**config.mk**
```make
export PLATFORM = sky130hd
export DESIGN_NAME = ind_bank_flat
export DESIGN_NICKNAME = d
export VERILOG_FILES = /design/src/rtl/ind_pkg.sv /design/src/rtl/ind_if.sv /design/src/rtl/ind_chan.sv /design/src/rtl/ind_bank.sv /design/src/flat_wrapper.sv
export SDC_FILE = /design/constraint.sdc
export NUM_CORES = 1
export LEC_CHECK = 0
export ABC_AREA = 1
export CAP_MARGIN = 40
export CORE_AREA = 2 2 160 162
export DETAILED_ROUTE_END_ITERATION = 8
export DIE_AREA = 0 0 162 164
export GPL_ROUTABILITY_DRIVEN = 0
export PLACE_DENSITY = 0.48
export SLEW_MARGIN = 20
export SYNTH_ARGS = -nofsm -noshare
export SYNTH_HDL_FRONTEND = slang
export SYNTH_SLANG_ARGS = --single-unit
```
**constraint.sdc**
```tcl
create_clock -name Clk -period 1.95 [get_ports Clk]
set_input_delay 0.195 -clock Clk [delete_from_list [all_inputs] [get_ports Clk]]
set_output_delay 0.195 -clock Clk [all_outputs]
set_load 0.1 [all_outputs]
```
**src/rtl/ind_pkg.sv**
```systemverilog
// ----------------------------------------------------------------------------
// ind_pkg
// Shared definitions for the indicator bank.
//   - ind_state_e   : per-channel FSM state (IDLE, ON, OFF, STEADY)
//   - MODE_*        : 2-bit per-channel mode encoding
//   - NB_W          : width of the blink-pair count (nblink)
//   - sat_inc_nb()  : saturating increment for the pair counter
// ----------------------------------------------------------------------------
package ind_pkg;

   localparam int NB_W = 4;

   localparam logic [1:0] MODE_OFF     = 2'b00;
   localparam logic [1:0] MODE_STEADY  = 2'b01;
   localparam logic [1:0] MODE_BLINK   = 2'b10;
   localparam logic [1:0] MODE_BLINK_N = 2'b11;

   typedef enum logic [1:0] {
      IDLE   = 2'd0,
      ON     = 2'd1,
      OFF    = 2'd2,
      STEADY = 2'd3
   } ind_state_e;

   // Increment that sticks at all-ones instead of wrapping to zero.
   function automatic logic [NB_W-1:0] sat_inc_nb(input logic [NB_W-1:0] v);
      if (v == {NB_W{1'b1}}) begin
         return v;
      end
      return v + NB_W'(1);
   endfunction

endpackage

```
**src/rtl/ind_if.sv**
```systemverilog
// ----------------------------------------------------------------------------
// ind_if
// Request/drive bundle between a controller and the indicator bank.
// Build option: IND_LATCH_EN adds the per-channel ack signal.
//   req    [NCH]    per-channel indicator request      (master -> slave)
//   mode   [2*NCH]  per-channel mode, 2 bits each       (master -> slave)
//   nblink [NB_W]   blink-pair count for mode 11        (master -> slave)
//   ack    [NCH]    release for latched channels        (master -> slave, IND_LATCH_EN only)
//   ind    [NCH]    registered indicator drive          (slave -> master)
//   active [NCH]    channel FSM not IDLE                (slave -> master)
// ----------------------------------------------------------------------------
interface ind_if
   import ind_pkg::*;
#(
   parameter int NCH = 4
);

   logic [NCH-1:0]   req;
   logic [2*NCH-1:0] mode;
   logic [NB_W-1:0]  nblink;
`ifdef IND_LATCH_EN
   logic [NCH-1:0]   ack;
`endif
   logic [NCH-1:0]   ind;
   logic [NCH-1:0]   active;

`ifdef IND_LATCH_EN
   modport master (output req, output mode, output nblink, output ack,
                   input ind, input active);
   modport slave  (input req, input mode, input nblink, input ack,
                   output ind, output active);
`else
   modport master (output req, output mode, output nblink,
                   input ind, input active);
   modport slave  (input req, input mode, input nblink,
                   output ind, output active);
`endif

endinterface

```
**src/rtl/ind_chan.sv**
```systemverilog
// ----------------------------------------------------------------------------
// ind_chan
// One indicator channel: FSM (IDLE/ON/OFF/STEADY), CW-bit phase counter and
// NB_W-bit pair counter. Mode and nblink are captured when leaving IDLE and
// held for the whole activation.
// Build option: IND_LATCH_EN -- channel keeps running after req drops and is
// released only by ack sampled high while req is low.
// Ports:
//   Clk     in   rising-edge clock
//   reset   in   synchronous, active-high reset
//   req     in   indicator request
//   mode    in   2-bit mode (00 off, 01 steady, 10 blink, 11 blink-N-then-steady)
//   nblink  in   blink-pair count for mode 11
//   ack     in   release (IND_LATCH_EN only)
//   ind     out  registered indicator drive
//   active  out  registered "not IDLE" flag
// ----------------------------------------------------------------------------
module ind_chan
   import ind_pkg::*;
#(
   parameter int HALF_CYC = 800000,
   parameter int CW       = 24
) (
   input  logic            Clk,
   input  logic            reset,
   input  logic            req,
   input  logic [1:0]      mode,
   input  logic [NB_W-1:0] nblink,
`ifdef IND_LATCH_EN
   input  logic            ack,
`endif
   output logic            ind,
   output logic            active
);

   localparam logic [CW-1:0] PHASE_LAST = CW'(HALF_CYC - 1);
   localparam logic [CW-1:0] PHASE_ONE  = CW'(1);

   ind_state_e      state_q, state_d;
   logic [CW-1:0]   phase_q, phase_d;
   logic [NB_W-1:0] pair_q,  pair_d;
   logic [1:0]      mode_q,  mode_d;
   logic [NB_W-1:0] nb_q,    nb_d;
   logic            ind_q,   ind_d;
   logic            active_q, active_d;

   logic            release_w;
   logic [NB_W-1:0] pair_inc;

`ifdef IND_LATCH_EN
   // Latched: dropping req alone does not stop the channel; ack does.
   assign release_w = !req && ack;
`else
   assign release_w = !req;
`endif

   assign pair_inc = sat_inc_nb(pair_q);

   always_comb begin
      state_d = state_q;
      phase_d = phase_q;
      pair_d  = pair_q;
      mode_d  = mode_q;
      nb_d    = nb_q;

      unique case (state_q)
         IDLE: begin
            phase_d = '0;
            pair_d  = '0;
            if (req && (mode != MODE_OFF)) begin
               mode_d = mode;
               nb_d   = nblink;
               if ((mode == MODE_STEADY) ||
                   ((mode == MODE_BLINK_N) && (nblink == '0))) begin
                  state_d = STEADY;
               end else begin
                  state_d = ON;
               end
            end
         end

         ON: begin
            if (phase_q == PHASE_LAST) begin
               state_d = OFF;
               phase_d = '0;
            end else begin
               phase_d = phase_q + PHASE_ONE;
            end
         end

         OFF: begin
            if (phase_q == PHASE_LAST) begin
               phase_d = '0;
               pair_d  = pair_inc;
               if ((mode_q == MODE_BLINK_N) && (pair_inc == nb_q)) begin
                  state_d = STEADY;
               end else begin
                  state_d = ON;
               end
            end else begin
               phase_d = phase_q + PHASE_ONE;
            end
         end

         STEADY: begin
            // Counters are frozen here so nothing can wrap during a long hold.
         end

         default: begin
            state_d = IDLE;
         end
      endcase

      // Release overrides whatever the sequence wanted to do this cycle.
      if ((state_q != IDLE) && release_w) begin
         state_d = IDLE;
         phase_d = '0;
         pair_d  = '0;
         mode_d  = MODE_OFF;
         nb_d    = '0;
      end

      ind_d    = (state_d == ON) || (state_d == STEADY);
      active_d = (state_d != IDLE);
   end

   always_ff @(posedge Clk) begin
      if (reset) begin
         state_q  <= IDLE;
         phase_q  <= '0;
         pair_q   <= '0;
         mode_q   <= MODE_OFF;
         nb_q     <= '0;
         ind_q    <= 1'b0;
         active_q <= 1'b0;
      end else begin
         state_q  <= state_d;
         phase_q  <= phase_d;
         pair_q   <= pair_d;
         mode_q   <= mode_d;
         nb_q     <= nb_d;
         ind_q    <= ind_d;
         active_q <= active_d;
      end
   end

   assign ind    = ind_q;
   assign active = active_q;

endmodule

```
**src/rtl/ind_bank.sv**
```systemverilog
// ----------------------------------------------------------------------------
// ind_bank
// Bank of NCH independent indicator channels (steady / blink / blink-N).
// Build option: IND_LATCH_EN -- channels latch on req and need ack to release.
// Parameters:
//   NCH       number of channels
//   HALF_CYC  blink half-period in Clk cycles (>= 1)
//   CW        phase-counter width, 2^CW > HALF_CYC
// Ports:
//   Clk    in     rising-edge clock
//   reset  in     synchronous, active-high reset
//   bus    slave  ind_if: req, mode, nblink, (ack) in; ind, active out
// ----------------------------------------------------------------------------
module ind_bank
   import ind_pkg::*;
#(
   parameter int NCH      = 4,
   parameter int HALF_CYC = 800000,
   parameter int CW       = 24
) (
   input  logic  Clk,
   input  logic  reset,
   ind_if.slave  bus
);

   logic [NCH-1:0] ind_w;
   logic [NCH-1:0] active_w;

   for (genvar i = 0; i < NCH; i++) begin : g_chan
      ind_chan #(
         .HALF_CYC (HALF_CYC),
         .CW       (CW)
      ) u_chan (
         .Clk    (Clk),
         .reset  (reset),
         .req    (bus.req[i]),
         .mode   (bus.mode[2*i +: 2]),
         .nblink (bus.nblink),
`ifdef IND_LATCH_EN
         .ack    (bus.ack[i]),
`endif
         .ind    (ind_w[i]),
         .active (active_w[i])
      );
   end

   assign bus.ind    = ind_w;
   assign bus.active = active_w;

endmodule

```
**src/flat_wrapper.sv**
```systemverilog
// flat-port wrapper written by rule: the top's interface ports become plain ports
module ind_bank_flat import ind_pkg::*;
#(
   parameter int NCH      = 4,
   parameter int HALF_CYC = 800000,
   parameter int CW       = 24
)
  (Clk, reset, bus_req, bus_mode, bus_nblink, bus_ind, bus_active);
  ind_if #(.NCH(NCH)) bus_i ();
  input  logic Clk;
  input  logic reset;
  input wire logic [$bits(bus_i.req)-1:0] bus_req;
  input wire logic [$bits(bus_i.mode)-1:0] bus_mode;
  input wire logic [$bits(bus_i.nblink)-1:0] bus_nblink;
  output wire logic [$bits(bus_i.ind)-1:0] bus_ind;
  output wire logic [$bits(bus_i.active)-1:0] bus_active;
  assign bus_i.req = bus_req;
  assign bus_i.mode = bus_mode;
  assign bus_i.nblink = bus_nblink;
  assign bus_ind = bus_i.ind;
  assign bus_active = bus_i.active;
  ind_bank #(.NCH(NCH), .HALF_CYC(HALF_CYC), .CW(CW)) u_core (.Clk(Clk), .reset(reset), .bus(bus_i));
endmodule
```
# == After elaboration in Yosys (flattened, before gate mapping) ==
# Cells that the tools add are included.
# classes
n_addsub,8
eq_ne,44
n_mux,56
reduce_logical,69
# ops
operator,n
24-bit case mux with 2 select lines,4
"24-bit by 1-bit adder with 24-bit output, second input constant",4
"24-bit by 20-bit equality test with 1-bit output, second input constant",4
24-bit two-way mux,4
2-bit two-way mux,24
4-bit two-way mux,12
2-bit nonzero test,20
"2-bit equality test, second input constant",16
4-bit case mux with 2 select lines,4
"2-bit by 1-bit equality test with 1-bit output, second input constant",12
2-bit case mux with 3 select lines,4
"4-bit by 1-bit adder with 4-bit output, second input constant",4
4-bit equality test,4
"4-bit equality test, second input constant",4
1-bit logical AND,16
2-bit AND reduction,8
2-bit OR reduction,8
2-bit zero test,4
1-bit logical OR,8
"2-bit inequality test, second input constant",4
1-bit zero test,4
4-bit zero test,1
1-bit two-way mux,4
# totals
regBits,152
input_bits,18
out_inout_bits,8
wordCells,205

# == Depth between registers and ports, before layout ==
# depth
depth_word,11
depth_mapped,14
ltp_nobuf,14

# == Hierarchy ==
# A second synthesis with hierarchy kept.
# hier_totals
hier_cells,1256
area_unflattened_um2,8498.2
# by_module_without_submodules
module,n_inst,cells_each,area_each_um2,seq_area_each_um2
ind_chan,4,314,2124.5,740.7

# == Worst setup path after synthesis ==
# Ideal clock, no wire load.
# synth_timing
kind,reg-to-reg
start,register u_core.g_chan[2].u_chan.ind (netlist name)
end,register u_core.g_chan[2].u_chan.phase_q[18]
setup_time_ns,0.118
t_arrival_ns,1.511
required_time_ns,1.832
setup_slack_ns,0.321
stages_incl_launch_ff,10
n_path_buf,1
period_less_slack_ns,1.629
path_cell_list,dfxtp_1 ha_1 buf_2 nor3_2 nand2_1 inv_2 nand3_2 nor3_2 and3_1 nor3_1
# synth_lines
item,line_no,source
end signal: assignment,ind_chan.sv:138,phase_q <= phase_d;
end: declaration,ind_chan.sv:40,"logic [CW-1:0] phase_q, phase_d;"

# == Final worst setup path ==
# layout_timing
start,register u_core.g_chan[1].u_chan.phase_q[0]
end,register u_core.g_chan[1].u_chan.phase_q[20]
# layout_between
elab_chain_cells,3
elab_cells_between_ends,4
classes_between,add/sub: 1; eq/ne: 1; mux: 2
# layout_lines
item,line_no,source
start: declaration,ind_chan.sv:40,
start signal: assignment,ind_chan.sv:138,
24-bit by 1-bit adder with 24-bit output / 24-bit by 20-bit equality test with 1-bit output (equally long branches),n/a,
24-bit two-way mux *,"ind_chan.sv:83, ind_chan.sv:92",
24-bit case mux with 2 select lines *,ind_chan.sv:66,unique case (state_q)
# Mark *: on every way between the ends. The rest lies on a longest branch, timed or not.
# A chain may end at the register's enable or synchronous reset.

==> flow_metrics.py <==
metrics = {
    "setup_path": {
        "critPathCaptureType": "flop",
        "worstPathArrival_ns": 2.15,
        "required_ns": 2.28,
        "critical_path_class": "reg -> reg",
        "cp-start-kind": "flop",
        "critPathMaxFanout": 4,
    },
    "sta": {
        "finalHoldViolCount": 0,
        "worst_pin_slew_ns": 0.4813,
        "slew_headroom_pct": 67.61,
        "setup_viol_count_final": 0,
        "slew_violations": 0,
        "fmax_mhz": 550.1,
        "fin_crit_ns": 1.818,
        "skew_ns": 0.01280,
        "timing.setup.tns_ns": 0,
        "setup_ws_ns": 0.1321,
        "period_share_pct": 93.22,
    },
    "status": {
        "outcome": "complete, no violations",
    },
    "synthesis": {
        "synth_common_cells": "nand2_1 (286), inv_1 (174), dfxtp_1 (148)",
        "synth-xor-area-share_pct": 3.453,
        "syn_nets": 1334,
        "synth_compound_area_share_pct": 9.444,
        "yosys_warnings": 0,
        "yosysSeqAreaShare_pct": 34.35,
        "synth.distinct_cells": 43,
        "yosys.area_share.simple_pct": 39.17,
        "syn_avg_cell_area_um2": 6.675,
        "synth_seq_cells": 148,
        "synth_top_area_cell": "dfxtp_1",
        "ys.flop_type": "dfxtp_1",
        "async_reset_ff_share_pct": 0,
        "ys_top_cells_by_area": "dfxtp_1 (34%), nand2_1 (12%), inv_1 (7.6%)",
        "synth_fa_ha_area_share_pct": 3.482,
        "syn-cell-area_um2": 8625,
        "synth_top_area_share_pct": 34.35,
        "synth_edf_count": 0,
        "yosysMostFrequentCell": "nand2_1",
        "synth.area.mux_share_pct": 0,
        "syn_inst": 1292,
        "synth_top_family_by_area": "simple AND/OR/NAND/NOR gates",
    },
    "clock_tree": {
        "cts_max_level": 4,
        "cts_tree": "yes",
        "cts_root_buf": "clkbuf_16",
        "cts_buffer_depth": 2,
        "cts_made_buffers": 17,
        "clkSinkCount": 148,
        "clock_latency_ns": 0.43,
        "path_clk_slew_ns": 0.06,
    },
    "place": {
        "dpl.hpwl_um": 16150,
        "place_ws_ns": 0.06027,
        "post-place-cells": 1677,
        "io_buffers": 25,
    },
    "floorplan": {
        "die_x_um": 162,
        "pin_count": 26,
        "start_util_pct": 34.75,
        "num_rows": 58,
        "coreArea_um2": 24820,
        "die_area_um2": 26570,
        "die_h_um": 164,
    },
    "finish": {
        "num-fill-cells": 2676,
        "stdcell_count": 1710,
        "multiInputGateArea_um2": 4842,
        "antenna_cells": 0,
        "fin_nets": 1411,
        "syn_to_final_growth_pct": 17.95,
        "seq_area_um2": 2968,
        "final_core_util_pct": 40.99,
        "drive_gt1_share_pct": 12.39,
    },
    "drt": {
        "avgViaCountPerCell": 4.773,
        "drt-pass1-iter-count": 5,
        "drc": 0,
        "drtAntennaViolNets": 0,
        "vias": 8162,
        "drt_iter0_drc": 366,
        "drt-total-wl_um": 20960,
        "wire_per_inst_um": 12.26,
    },
    "global_routing": {
        "first_global_vias": 7752,
        "grt_use_total_pct": 16.49,
        "antenna_found_initial": 0,
        "grt_max_degree": 20,
        "grt_pass1_wl_um": 36230,
        "gr-total-overflow": 0,
    },
    "pwr": {
        "irDropWorstVdd_v": 0.0005368,
        "p_leak_nw": 4.000,
        "power_mw": 8.508,
        "powerDensity_nw_per_um2": 836.3,
    },
    "run": {
        "drv_cap": 0,
    },
    "worst_hold_path": {
        "hold_class": "in -> reg",
    },
}
==> state kept, by name, summed over array words and instances, names as in the netlist <==
signal                        cells
u_core.g_chan.u_chan.mode_q       8
u_core.g_chan.u_chan.pair_q      16
u_core.g_chan.u_chan.ind          1
u_core.g_chan.u_chan.nb_q        16
u_core.g_chan.u_chan.state_q      7
u_core.g_chan.u_chan.active       4
u_core.g_chan.u_chan.phase_q     96
==> through the flow <==
step | hold WS, ns | cell area [um2]
3_5_place_dp | 0.4568 | 9540
6_report | 0.4225 | 10170
2_1_floorplan | 0.3376 | 8625
4_1_cts | 0.4048 | 10090
3_3_place_gp | 0.4535 | 9540
5_1_grt | 0.4329 | 10170
==> cell usage in the layout, fill, tap and decap left out, types with 8 or more instances in the layout <==
| cell | instances |
|---|---|
| xor2_1 | 25 |
| buf_4 | 64 |
| nand2_1 | 284 |
| nor2_1 | 142 |
| inv_2 | 9 |
| nand4_1 | 39 |
| nand3_1 | 121 |
| nor3_1 | 51 |
| nor2_2 | 13 |
| dfxtp_1 | 144 |
| o21ai_0 | 38 |
| nor4_1 | 9 |
| nor2_4 | 8 |
| nand2_2 | 13 |
| inv_1 | 174 |
| clkdlybuf4s50_1 | 17 |
| a21oi_1 | 92 |
| nor3_2 | 9 |
| xnor2_1 | 9 |
| clkbuf_16 | 17 |
| ha_1 | 23 |
==> kinds of logic (layout without fill, tap and decap cells) <==
kind of cell,count (synthesis),count (layout)
xor gates and xnor gates,34,34
adders and majority gates,24,24
buffers and inverters,212,300
DFF,148,148
AOI/OAI and AO/OA,153,153
and+or+nand+nor,721,721
==> timing repair <==
item | CTS | global route
setup buffers | 0 | 3
setup endpoints to repair | 0 | 57
resized for setup | 0 | 18
hold buffers | 0 | 0
==> final timing paths <==
kind                                                          from                                   to  slack [ns]  cells past startpoint
worst max-delay path            u_core.g_chan[1].u_chan.phase_q[0]  u_core.g_chan[1].u_chan.phase_q[20]        0.13                     10
worst min-delay path                                   bus_mode[7]    u_core.g_chan[3].u_chan.mode_q[1]        0.42                      3
worst max register to register  u_core.g_chan[1].u_chan.phase_q[0]  u_core.g_chan[1].u_chan.phase_q[20]        0.13                     10
worst min register to register   u_core.g_chan[1].u_chan.mode_q[1]    u_core.g_chan[1].u_chan.mode_q[1]        0.46                      2
==> routing by layer <==
metal | share of wire [%] | up-vias | GRT usage, %
met5 | 0 | - | 0
met3 | 3.1 | 5 | 3.308
li1 | - | 4377 | -
met1 | 54 | 3674 | 23.52
met4 | 0.39 | 0 | 3.580
met2 | 42 | 106 | 25.71
==> worst max-delay path, cell delays in order (launching register included) <==
cell and delay [ns]:
dfxtp_1 0.36, ha_1 0.18, inv_1 0.08, nor2_2 0.14, nand2_2 0.10, nor2_4 0.16, nand3_4 0.10, nor3_4 0.25
buf_4 0.15, a31oi_1 0.06, nor3_1 0.16
==> report_power, final <==
group | total (mW) | switching (mW) | internal [mW]
clock | 3.14 | 1.36 | 1.78
combinational | 2.01 | 1.40 | 0.610
sequential | 3.35 | 0.132 | 3.22
==> layout make-up <==
class	instances	area share [%]
multi-input combinational	932	47.60
clock inverter	11	1.046
inverter	186	6.863
clock buffer	19	4.354
sequential	148	29.18
timing repair buffer	84	6.900
tap	330	4.059
(Power assumes the default switching activity.)
